### src/rtl/router_pkt_tx_pkg.sv
// rtl/router_pkt_tx_pkg.sv - shared router packet field widths, constants and FSM state type
package router_pkt_tx_pkg;

    localparam int LEN_W  = 6;
    localparam int ADDR_W = 2;

    localparam logic [ADDR_W-1:0] ADDR_INVALID    = 2'b11;
    localparam logic [7:0]        PARITY_ERR_MASK = 8'h01;

    typedef enum logic [1:0] {
        ST_IDLE,
        ST_HEADER,
        ST_PAYLOAD,
        ST_PARITY
    } tx_state_t;

endpackage

### src/rtl/router_pkt_tx.sv
// rtl/router_pkt_tx.sv - packet transmitter: header, payload and parity bytes toward the router
module router_pkt_tx
    import router_pkt_tx_pkg::*;
(
    input  logic              clock,
    input  logic              resetn,
    input  logic              start,
    input  logic [ADDR_W-1:0] dest_addr,
    input  logic [LEN_W-1:0]  payload_len,
    input  logic              err_inj,
    input  logic [7:0]        pl_data,
    input  logic              busy,
    output logic              pl_rd,
    output logic [7:0]        data_out,
    output logic              pkt_valid,
    output logic              ready,
    output logic              done,
    output logic              addr_err
);

    tx_state_t         state_q, state_d;
    logic [LEN_W-1:0]  len_q, len_d;
    logic [LEN_W-1:0]  rem_q, rem_d;
    logic              err_q, err_d;
    logic [7:0]        parity_q, parity_d;
    logic [7:0]        data_q, data_d;
    logic              valid_q, valid_d;
    logic              done_q, done_d;
    logic              addr_err_q, addr_err_d;
    logic              xfer;
    logic [7:0]        parity_byte;

    assign xfer        = !busy;
    assign parity_byte = parity_q ^ (err_q ? PARITY_ERR_MASK : 8'h00);

    assign pl_rd     = xfer && (((state_q == ST_HEADER)  && (len_q != '0)) ||
                                ((state_q == ST_PAYLOAD) && (rem_q != '0)));
    assign ready     = (state_q == ST_IDLE);
    assign data_out  = data_q;
    assign pkt_valid = valid_q;
    assign done      = done_q;
    assign addr_err  = addr_err_q;

    always_comb begin
        state_d    = state_q;
        len_d      = len_q;
        rem_d      = rem_q;
        err_d      = err_q;
        parity_d   = parity_q;
        data_d     = data_q;
        valid_d    = valid_q;
        done_d     = 1'b0;
        addr_err_d = 1'b0;

        unique case (state_q)
            ST_IDLE: begin
                if (start) begin
                    if (dest_addr == ADDR_INVALID) begin
                        addr_err_d = 1'b1;
                    end else begin
                        len_d    = payload_len;
                        err_d    = err_inj;
                        data_d   = {payload_len, dest_addr};
                        parity_d = {payload_len, dest_addr};
                        valid_d  = 1'b1;
                        state_d  = ST_HEADER;
                    end
                end
            end
            ST_HEADER: begin
                if (xfer) begin
                    if (len_q != '0) begin
                        data_d   = pl_data;
                        parity_d = parity_q ^ pl_data;
                        rem_d    = len_q - 6'd1;
                        state_d  = ST_PAYLOAD;
                    end else begin
                        data_d  = parity_byte;
                        valid_d = 1'b0;
                        state_d = ST_PARITY;
                    end
                end
            end
            ST_PAYLOAD: begin
                // remaining counts bytes still to fetch, so it stops at zero instead of wrapping
                if (xfer) begin
                    if (rem_q != '0) begin
                        data_d   = pl_data;
                        parity_d = parity_q ^ pl_data;
                        rem_d    = rem_q - 6'd1;
                    end else begin
                        data_d  = parity_byte;
                        valid_d = 1'b0;
                        state_d = ST_PARITY;
                    end
                end
            end
            ST_PARITY: begin
                if (xfer) begin
                    done_d  = 1'b1;
                    state_d = ST_IDLE;
                end
            end
            default: state_d = ST_IDLE;
        endcase
    end

    always_ff @(posedge clock or negedge resetn) begin
        if (!resetn) begin
            state_q    <= ST_IDLE;
            len_q      <= '0;
            rem_q      <= '0;
            err_q      <= 1'b0;
            parity_q   <= 8'h00;
            data_q     <= 8'h00;
            valid_q    <= 1'b0;
            done_q     <= 1'b0;
            addr_err_q <= 1'b0;
        end else begin
            state_q    <= state_d;
            len_q      <= len_d;
            rem_q      <= rem_d;
            err_q      <= err_d;
            parity_q   <= parity_d;
            data_q     <= data_d;
            valid_q    <= valid_d;
            done_q     <= done_d;
            addr_err_q <= addr_err_d;
        end
    end

endmodule

### config.mk
export PLATFORM = sky130hd
export DESIGN_NAME = router_pkt_tx
export DESIGN_NICKNAME = d
export VERILOG_FILES = /design/src/rtl/router_pkt_tx_pkg.sv /design/src/rtl/router_pkt_tx.sv
export SDC_FILE = /design/constraint.sdc
export NUM_CORES = 1
export LEC_CHECK = 0
export BUFFER_PORTS_ARGS = -buffer_cell sky130_fd_sc_hd__buf_2
export CELL_PAD_IN_SITES_DETAIL_PLACEMENT = 0
export CELL_PAD_IN_SITES_GLOBAL_PLACEMENT = 1
export CORE_UTILIZATION = 43
export CTS_CLUSTER_DIAMETER = 30
export DETAILED_ROUTE_END_ITERATION = 10
export PLACE_DENSITY_LB_ADDON = 0.1
export SETUP_SLACK_MARGIN = 0.3
export SLEW_MARGIN = 20
export SYNTH_ARGS = -nofsm -noshare
export SYNTH_HDL_FRONTEND = slang
export SYNTH_SLANG_ARGS = --single-unit
### constraint.sdc
create_clock -name clock -period 2.89 [get_ports clock]
set_clock_uncertainty 0.1 [all_clocks]
set_input_delay 0.289 -clock clock [delete_from_list [all_inputs] [get_ports clock]]
set_output_delay 0.289 -clock clock [all_outputs]
set_load 0.05 [all_outputs]
==> impl_metrics.ini, run 1 <==
[run_status]
status = complete, but fails checks
violations = negative hold slack

[logic_synthesis]
synthMuxAreaShare_pct = 14.34
synth-simple-area-share_pct = 17.03
avgSynthCellArea_sq_um = 9.562
synth_top_area_cell = dfrtp_1
yosysSeqAreaShare_pct = 38.86
synth_seq_cells = 34
synthesis.area_sq_mm = 0.002190
synth_warnings = 0
synth_compound_area_share_pct = 21.54
synth_area_leaders = dfrtp_1 39%, mux2_2 7.7%, nand2_1 5.5%
synth_top_family_by_area = compound AO/OA/AOI/OAI gates
synth.distinct_cells = 44
synth_xor_area_share_pct = 1.200
synthCells = 229
syn_nets = 256
synth_top_area_share_pct = 38.86
yosys.area_share.adder_pct = 3.429

[worst_setup_path]
cp_num_buf_inv = 1
r2r_start = len_q[3]
arrival_ns = 2.53
cp_slowest_cell = or4_4
crit_family = simple AND/OR/NAND/NOR gates
critPathCaptureType = flop
rr_endpoint = data_out[3]
cp_max_fo = 9
r2r_slack_ns = 0.43
worstPathCellList = or3_4, or4_4, buf_4, mux2_4, a221oi_1, o31ai_1
critical_path.max_stage_delay_ns = 0.51
reg2regPathDepth = 6
required_ns = 2.96
cp-start-kind = flop
crit_type = flop to flop

[clock_network]
cts_tree = yes
root_buffer = clkbuf_8
clock_latency_ns = 0.28
cts-htree-levels = 2
clockBufferDepth = 2
cts_sinks = 34
cts-buffers-inserted = 5
clk_pin_slew_ns = 0.08

[drt]
drt-initial-drc-count = 63
viasPerCell = 5.539
dr.pass1.iters = 4
drc = 0
wl_microns = 5623
wl_per_cell_microns = 16.94
route.vias.total = 1839
route.antenna.remaining_nets = 0

[sta]
rsz0062_at_grt = false
finalSetupViolCount = 0
min_period_ns = 2.463
worst_pin_slew_ns = 0.8199
hold_ws_ns = -0.008999
period_share_pct = 85.24
clock.fmax_mhz = 405.9
drv_slew = 0
hold_viol_final = 10
tns_ns = 0
relSlewSlack_pct = 45.34

[power_and_ir_drop]
leakagePower_nw = 1.161
power_frac_clock_pct = 11.9
ir_drop_mv = 0.6824
power_switching_mw = 1.704
p_int_mw = 1.865
pwr-share-seq_pct = 27.1
total_power_mw = 3.569
switching_share_pct = 47.75
p_per_area_mw_per_mm2 = 1389
pwr-share-comb_pct = 61.0

[die]
coreArea_sq_mm = 0.004817
dieWidth_microns = 73.36
io_pins = 34
dieArea_sq_mm = 0.005382
start_util_pct = 45.45
rows = 25
die_h_microns = 73.36

[cells_and_area]
final_cell_area_sq_mm = 0.002569
drive_gt1_share_pct = 33.96
layout.nets = 291
utilization_pct = 53.32
diodes = 0
syn2layout_area_growth_pct = 17.31

[placement]
dpl_cell_area_sq_mm = 0.002427
dp_hpwl_microns = 3804
gp_congestion = 0.7573
portBuffers = 33

[min_path]
hold_path.class = input pin to asynchronous set/reset pin

[global_routing]
antenna_found_initial = 0
grt_usage_pct = 23.14
grt_pass1_vias = 1826
overflow = 0
grt_max_degree = 35
grt_pass1_wl_microns = 9349

[flow_run]
maxCapViolCount = 0
==> worst max path at each step <==
stage | from | end | slack [ns] | depth (start not counted)
2_1_floorplan | state_q[0] | rem_q[2] | 0.39 | 9
4_1_cts | len_q[2] | pl_rd | 0.37 | 5
6_report | len_q[3] | data_out[3] | 0.43 | 6
3_5_place_dp | state_q[1] | parity_q[5] | 0.44 | 8
3_3_place_gp | state_q[1] | parity_q[2] | 0.45 | 8
5_1_grt | state_q[0] | rem_q[2] | 0.31 | 8
==> sequential cells by signal (all words and copies together) (netlist names) <==
signal and cells:
len_q 6, parity_q 8, rem_q 6, state_q 2
addr_err 1, pkt_valid 1, err_q 1, done 1
data_out 8
==> logic make-up after synthesis <==
| logic type | after synthesis |
|---|---|
| compound gates | 63 |
| mux | 26 |
| xor+xnor | 3 |
| simple gates | 79 |
| flops | 34 |
| fa+ha+maj | 6 |
| buf+inv | 18 |
==> cell usage in the layout (no fill, tap or decap), types with 4 or more instances in the layout <==
| master | netlist | layout |
|---|---|---|
| dfrtp_1 | 34 | 34 |
| buf_2 | 3 | 33 |
| nand2_1 | 32 | 30 |
| nor2_1 | 25 | 25 |
| o21ai_0 | 15 | 15 |
| mux2_2 | 15 | 15 |
| nor4_1 | 9 | 9 |
| o221a_2 | 8 | 8 |
| o31ai_1 | 8 | 8 |
| a221oi_1 | 8 | 8 |
| clkbuf_8 | 0 | 8 |
| buf_4 | 0 | 8 |
| mux2_4 | 7 | 7 |
| a21oi_1 | 6 | 6 |
| ha_1 | 6 | 6 |
| mux2i_1 | 4 | 4 |
==> power by group through the flow <==
| stage | combinational (mW) | sequential [mW] | clock (mW) |
|---|---|---|---|
| floorplan | 1.42 | 1.15 | 0 |
| global placement | 2.12 | 0.970 | 0 |
| detailed placement | 2.13 | 0.974 | 0 |
| CTS | 2.14 | 0.965 | 0.433 |
| global route | 2.41 | 1.00 | 0.455 |
| finish | 2.18 | 0.966 | 0.425 |
==> Yosys cell counts <==
cell type,number
buf_1,4
o21a_1,1
nor3_1,3
or3_4,1
nor4_1,9
or4_4,1
o2bb2a_1,1
o221a_2,8
o211ai_1,2
a22o_1,1
a22oi_1,2
mux2i_1,4
a21bo_2,1
buf_6,1
clkbuf_1,6
or4b_2,1
o31ai_1,8
o32ai_1,1
ha_1,6
inv_1,3
nand3b_1,1
mux2_2,15
o22a_1,2
mux2_4,7
a211o_1,2
or3_1,1
nor2b_1,2
a21oi_1,6
o21ai_0,15
a21o_1,1
buf_2,3
a31oi_1,1
nor3_4,1
o22ai_1,1
clkinv_1,1
nand2b_1,1
dfrtp_1,34
and3_1,1
a211oi_1,1
nand2_1,32
a221oi_1,8
nor2_1,25
xor2_1,3
a2bb2oi_1,1
==> routing by layer <==
metal  vias up  track usage, %  wire length [microns]
li1        925               -                      -
met1       870           32.12                   2758
met2        40           37.96                   2645
met3         4           3.841                    179
met4         0           5.128                     40
met5         -               0                      0
==> stage by stage <==
step / hold slack (ns) / std cells / worst slack, ns
after floorplan: -0.1066 / 229 / 0.3916
after global placement: 0.3336 / 322 / 0.4475
after detailed placement: 0.3307 / 322 / 0.4443
after CTS: 0.02077 / 331 / 0.3667
after global routing: 0.06054 / 332 / 0.3073
final: -0.008999 / 332 / 0.4265
==> repair_timing <==
action,4_1_cts,5_1_grt
setup endpoints to repair,1,11
buffers inserted,1,1
hold buffers,0,0
pin swaps,1,1
resized for setup,0,6
==> area by class of cell <==
| type | count | area (sq um) |
|---|---|---|
| Fill cell | 467 | 2248 |
| Multi-Input combinational cell | 177 | 1272 |
| Sequential cell | 34 | 850.8 |
| Timing Repair Buffer | 42 | 236.5 |
| Clock buffer | 8 | 110.1 |
| Tap cell | 67 | 83.83 |
| Inverter | 4 | 15.01 |
Power figures use the tool's default switching activity.
==> run 2: changes to the inputs <==
--- a/config.mk
+++ b/config.mk
@@ -8,9 +8,10 @@
 export BUFFER_PORTS_ARGS = -buffer_cell sky130_fd_sc_hd__buf_2
 export CELL_PAD_IN_SITES_DETAIL_PLACEMENT = 0
 export CELL_PAD_IN_SITES_GLOBAL_PLACEMENT = 1
-export CORE_UTILIZATION = 43
+export CORE_UTILIZATION = 39
 export CTS_CLUSTER_DIAMETER = 30
 export DETAILED_ROUTE_END_ITERATION = 10
+export GPL_TIMING_DRIVEN = 0
 export PLACE_DENSITY_LB_ADDON = 0.1
 export SETUP_SLACK_MARGIN = 0.3
 export SLEW_MARGIN = 20
==> constraint.sdc (replaced) <==
create_clock -name clock -period 2.1 [get_ports clock]
set_clock_uncertainty 0.1 [all_clocks]
set_input_delay 0.21 -clock clock [delete_from_list [all_inputs] [get_ports clock]]
set_output_delay 0.21 -clock clock [all_outputs]
set_load 0.05 [all_outputs]
==> impl_metrics.ini, run 2 (same netlist as run 1, synthesis figures left out) <==
[die]
rows = 26
die_h_microns = 76.93
dieWidth_microns = 76.93
coreArea_sq_mm = 0.005270
dieArea_sq_mm = 0.005918
start_util_pct = 41.55
io_pins = 34

[clock_network]
cts_sinks = 34
clk_pin_slew_ns = 0.08
cts_tree = yes
root_buffer = clkbuf_8
clock_latency_ns = 0.29
cts-htree-levels = 2
cts-buffers-inserted = 5
clockBufferDepth = 2

[cells_and_area]
drive_gt1_share_pct = 51.72
multi_input_area_sq_mm = 0.001603
final_common_cell = buf_2
final_cell_area_sq_mm = 0.003181
layout_common_cells = 34 x buf_2, 29 x dfrtp_1, 28 x nand2_1
diodes = 0
fillCellCount = 463
layout.nets = 316
syn2layout_area_growth_pct = 45.26
regArea_sq_um = 857.1

[power_and_ir_drop]
power_frac_clock_pct = 8.3
switching_share_pct = 47.09
pwr-share-seq_pct = 22.2
p_per_area_mw_per_mm2 = 2000
power_switching_mw = 2.996
leakagePower_nw = 1.378
pwr-share-comb_pct = 69.4
p_int_mw = 3.366
ir_drop_mv = 1.362

[sta]
worst_pin_slew_ns = 0.8007
period_share_pct = 112.5
rsz0062_at_grt = true
drv_slew = 0
clock.fmax_mhz = 423.3
tns_ns = -2.457
finalSetupViolCount = 19
relSlewSlack_pct = 46.62
worst_slack_ns = -0.2627
hold_viol_final = 0
min_period_ns = 2.363

[worst_setup_path]
required_ns = 1.79
critPathCapture = pl_rd
cp_slowest_cell = or4_4
rr_endpoint = data_out[6]
critical_path.max_stage_delay_ns = 0.43
crit_family = simple AND/OR/NAND/NOR gates
worstPathCellList = or3_4, or4_4, buf_12, a22oi_2, nor2_2, buf_6
path_depth = 6
r2r_start = len_q[2]
cp_max_fo = 4
crit_type = flop to output pin
critPathCaptureType = output pin
startpoint = len_q[2]
r2r_slack_ns = -0.26
reg2regPathDepth = 7
cp_num_buf_inv = 2
arrival_ns = 2.05
cp-start-kind = flop

[global_routing]
overflow = 0
grt_max_degree = 35
grt_pass1_wl_microns = 10470
antenna_found_initial = 0
grt_usage_pct = 23.28
grt_pass1_vias = 2081

[placement]
dp_hpwl_microns = 4026
dpl_cell_area_sq_mm = 0.002585
gp_congestion = 0.7790
portBuffers = 32

[run_status]
status = complete, but fails checks
violations = negative setup slack

[drt]
drt-initial-drc-count = 81
wl_microns = 6431
route.antenna.remaining_nets = 0
wl_per_cell_microns = 17.86
route.vias.total = 2017
viasPerCell = 5.603
drc = 0
dr.pass1.iters = 4

[flow_run]
maxCapViolCount = 0

[min_path]
hold_path.class = input pin to flop
hp-start = err_inj
## run 2: worst min-delay path by stage
stage / to / depth (start not counted)
finish: err_q / 2
global route: err_q / 2
CTS: err_q / 2
detailed placement: parity_q[4] / 1
global placement: data_out[4] / 1
floorplan: addr_err / 0
## run 2: cell type report
cell class              count  share of cell area, %
multi-input cells         177                  50.39
flip-flops and latches     34                  26.95
repair buffers             53                  11.76
plain buffers              14                  4.406
well taps                  70                  2.754
clock buffers               6                  2.596
inverters                   4                 0.7474
clock inverters             2                 0.3934
## run 2: repair_timing
item | CTS | global route
hold buffers | 1 | 0
hold endpoints to repair | 34 | 0
pin swaps | 15 | 12
buffers inserted | 17 | 2
resized for setup | 48 | 33
cloned | 1 | 0
endpoints found under the setup margin | 33 | 33
## run 2: worst register-to-register path, stage by stage (launching register included)
cell and delay (ns):
dfrtp_2 0.41, or3_4 0.39, or4_4 0.43, buf_12 0.15, buf_12 0.12, mux2_4 0.30
a221oi_2 0.25, o31ai_1 0.09
## run 2: power by group through the flow
| stage | clock network [mW] | registers [mW] | logic, mW |
|---|---|---|---|
| finish | 0.531 | 1.41 | 4.42 |
| global route | 0.569 | 1.48 | 4.76 |
| detailed placement | 0 | 1.35 | 3.27 |
| floorplan | 0 | 1.60 | 2.25 |
| global placement | 0 | 1.35 | 3.26 |
| CTS | 0.544 | 1.35 | 4.03 |
## run 2: metal layers
layer / wire length [microns] / global-route usage, % / up-vias
met5: 0 / 0 / -
met4: 72 / 7.692 / 0
met2: 3108 / 39.11 / 44
met1: 2979 / 29.23 / 987
li1: - / - / 978
met3: 270 / 5.357 / 8
## run 2: per-stage QoR
stage               hold slack, ns  power, mW  utilization, %  cells  setup slack [ns]
detailed placement          0.2501      4.623           49.05    331           -0.4405
global route               0.04434      6.809           60.35    360           -0.3325
floorplan                  -0.1856      3.849               -    229          -0.08479
finish                     0.04755      6.362           60.35    360           -0.2627
CTS                        0.03773      5.928           57.27    358           -0.2887
global placement            0.2476      4.603           49.05    331           -0.4294
==> run 3: changes to the inputs <==
--- a/config.mk
+++ b/config.mk
@@ -5,12 +5,12 @@
 export SDC_FILE = /design/constraint.sdc
 export NUM_CORES = 1
 export LEC_CHECK = 0
-export BUFFER_PORTS_ARGS = -buffer_cell sky130_fd_sc_hd__buf_2
 export CELL_PAD_IN_SITES_DETAIL_PLACEMENT = 0
 export CELL_PAD_IN_SITES_GLOBAL_PLACEMENT = 1
-export CORE_UTILIZATION = 39
+export CORE_UTILIZATION = 44
 export CTS_CLUSTER_DIAMETER = 30
 export DETAILED_ROUTE_END_ITERATION = 10
+export DONT_BUFFER_PORTS = 1
 export GPL_TIMING_DRIVEN = 0
 export PLACE_DENSITY_LB_ADDON = 0.1
 export SETUP_SLACK_MARGIN = 0.3
==> impl_metrics.ini, run 3 (same netlist as run 1, synthesis figures left out) <==
[worst_setup_path]
r2r_slack_ns = -0.23
worstPathCellList = or3_4, or4_4, buf_12, a22oi_2, nor2_4
cp-start-kind = flop
rr_endpoint = data_out[7]
cp_num_buf_inv = 1
crit_family = simple AND/OR/NAND/NOR gates
path_depth = 5
critPathCaptureType = output pin
startpoint = len_q[4]
cp_slowest_cell = or4_4
critical_path.max_stage_delay_ns = 0.44
cp_max_fo = 8
r2r_start = len_q[4]
required_ns = 1.79
arrival_ns = 2.03
reg2regPathDepth = 7
crit_type = flop to output pin
critPathCapture = pl_rd

[run_status]
status = complete, but fails checks
violations = negative setup slack

[clock_network]
cts-htree-levels = 2
clock_latency_ns = 0.29
clockBufferDepth = 2
cts-buffers-inserted = 5
clk_pin_slew_ns = 0.07
cts_sinks = 34
root_buffer = clkbuf_8
cts_tree = yes

[min_path]
hold_path.class = input pin to flop
hp-start = payload_len[0]

[global_routing]
grt_usage_pct = 28.83
grt_pass1_wl_microns = 11100
antenna_found_initial = 0
grt_pass1_vias = 2172
overflow = 0
grt_max_degree = 35

[die]
dieWidth_microns = 72.55
coreArea_sq_mm = 0.004755
die_h_microns = 72.55
start_util_pct = 46.05
io_pins = 34
dieArea_sq_mm = 0.005263
rows = 25

[sta]
rsz0062_at_grt = true
worst_slack_ns = -0.2380
relSlewSlack_pct = 62.78
drv_slew = 0
hold_ws_ns = 0.003899
finalSetupViolCount = 19
worst_pin_slew_ns = 0.5584
hold_viol_final = 0
clock.fmax_mhz = 427.7
period_share_pct = 111.3
min_period_ns = 2.338

[cells_and_area]
diodes = 0
multi_input_area_sq_mm = 0.001622
layout_common_cells = 31 x dfrtp_1, 29 x nand2_1, 22 x nor2_1, 22 x buf_4, 14 x mux2_4
utilization_pct = 69.42
syn2layout_area_growth_pct = 50.74
final_common_cell = dfrtp_1
fillCellCount = 357
regArea_sq_um = 854.6
final_cell_area_sq_mm = 0.003301
drive_gt1_share_pct = 44.88
layout.nets = 309

[placement]
gp_congestion = 0.7745
dpl_cell_area_sq_mm = 0.002421
dp_hpwl_microns = 4139
portBuffers = 0

[drt]
viasPerCell = 6.094
drt-initial-drc-count = 98
route.vias.total = 2133
drc = 0
wl_per_cell_microns = 20.05
wl_microns = 7018
route.antenna.remaining_nets = 0
dr.pass1.iters = 4

[power_and_ir_drop]
p_per_area_mw_per_mm2 = 1930
leakagePower_nw = 1.390
ir_drop_mv = 1.252

[flow_run]
maxCapViolCount = 0
## run 3: final cells by class
| type | count | share of cell area (%) |
|---|---|---|
| multi-input cells | 177 | 49.13 |
| flip-flops and latches | 34 | 25.89 |
| repair buffers | 46 | 14.48 |
| plain buffers | 14 | 4.549 |
| clock buffers | 7 | 2.616 |
| well taps | 67 | 2.540 |
| inverters | 4 | 0.6444 |
| clock inverters | 1 | 0.1516 |
## run 3: timing repair
action / in CTS / in global routing
pin swaps: 20 / 13
hold buffers: 12 / 2
cloned: 1 / 0
buffers inserted: 28 / 3
endpoints found under the hold margin: 46 / 2
endpoints found under the setup margin: 33 / 32
resized for setup: 56 / 26
## run 3: how the worst min path moves through the flow
stage                   to  depth (start not counted)
2_1_floorplan     addr_err                          0
6_report       parity_q[2]                          1
5_1_grt        parity_q[2]                          1
4_1_cts        data_out[3]                          2
3_3_place_gp   data_out[5]                          0
3_5_place_dp   data_out[5]                          0
## run 3: per-layer routing
metal | GRT usage, % | vias to the layer above | routed length, microns | share of wire, %
met4 | 11.11 | 0 | 158 | 2.3
met5 | 0 | - | 0 | 0
met2 | 50.67 | 76 | 3674 | 52
met1 | 33.24 | 1074 | 2790 | 40
met3 | 7.917 | 18 | 394 | 5.6
li1 | - | 965 | - | -
## run 3: power by group
part	internal, mW	leakage [nW]	switching, mW	total (mW)
logic	2.10	0.942	2.04	4.14
registers	1.01	0.400	0.709	1.72
clock network	0.265	0.0482	0.253	0.518
## run 3: through the flow
stage	setup TNS [ns]	power (mW)	instances	worst slack, ns
after detailed placement	-6.941	4.481	296	-0.4441
after CTS	-2.382	5.945	345	-0.2436
after floorplan	-0.9097	3.849	229	-0.08479
after global placement	-6.012	4.376	296	-0.3962
final	-2.432	6.372	350	-0.2380
after global routing	-4.073	6.762	350	-0.3091
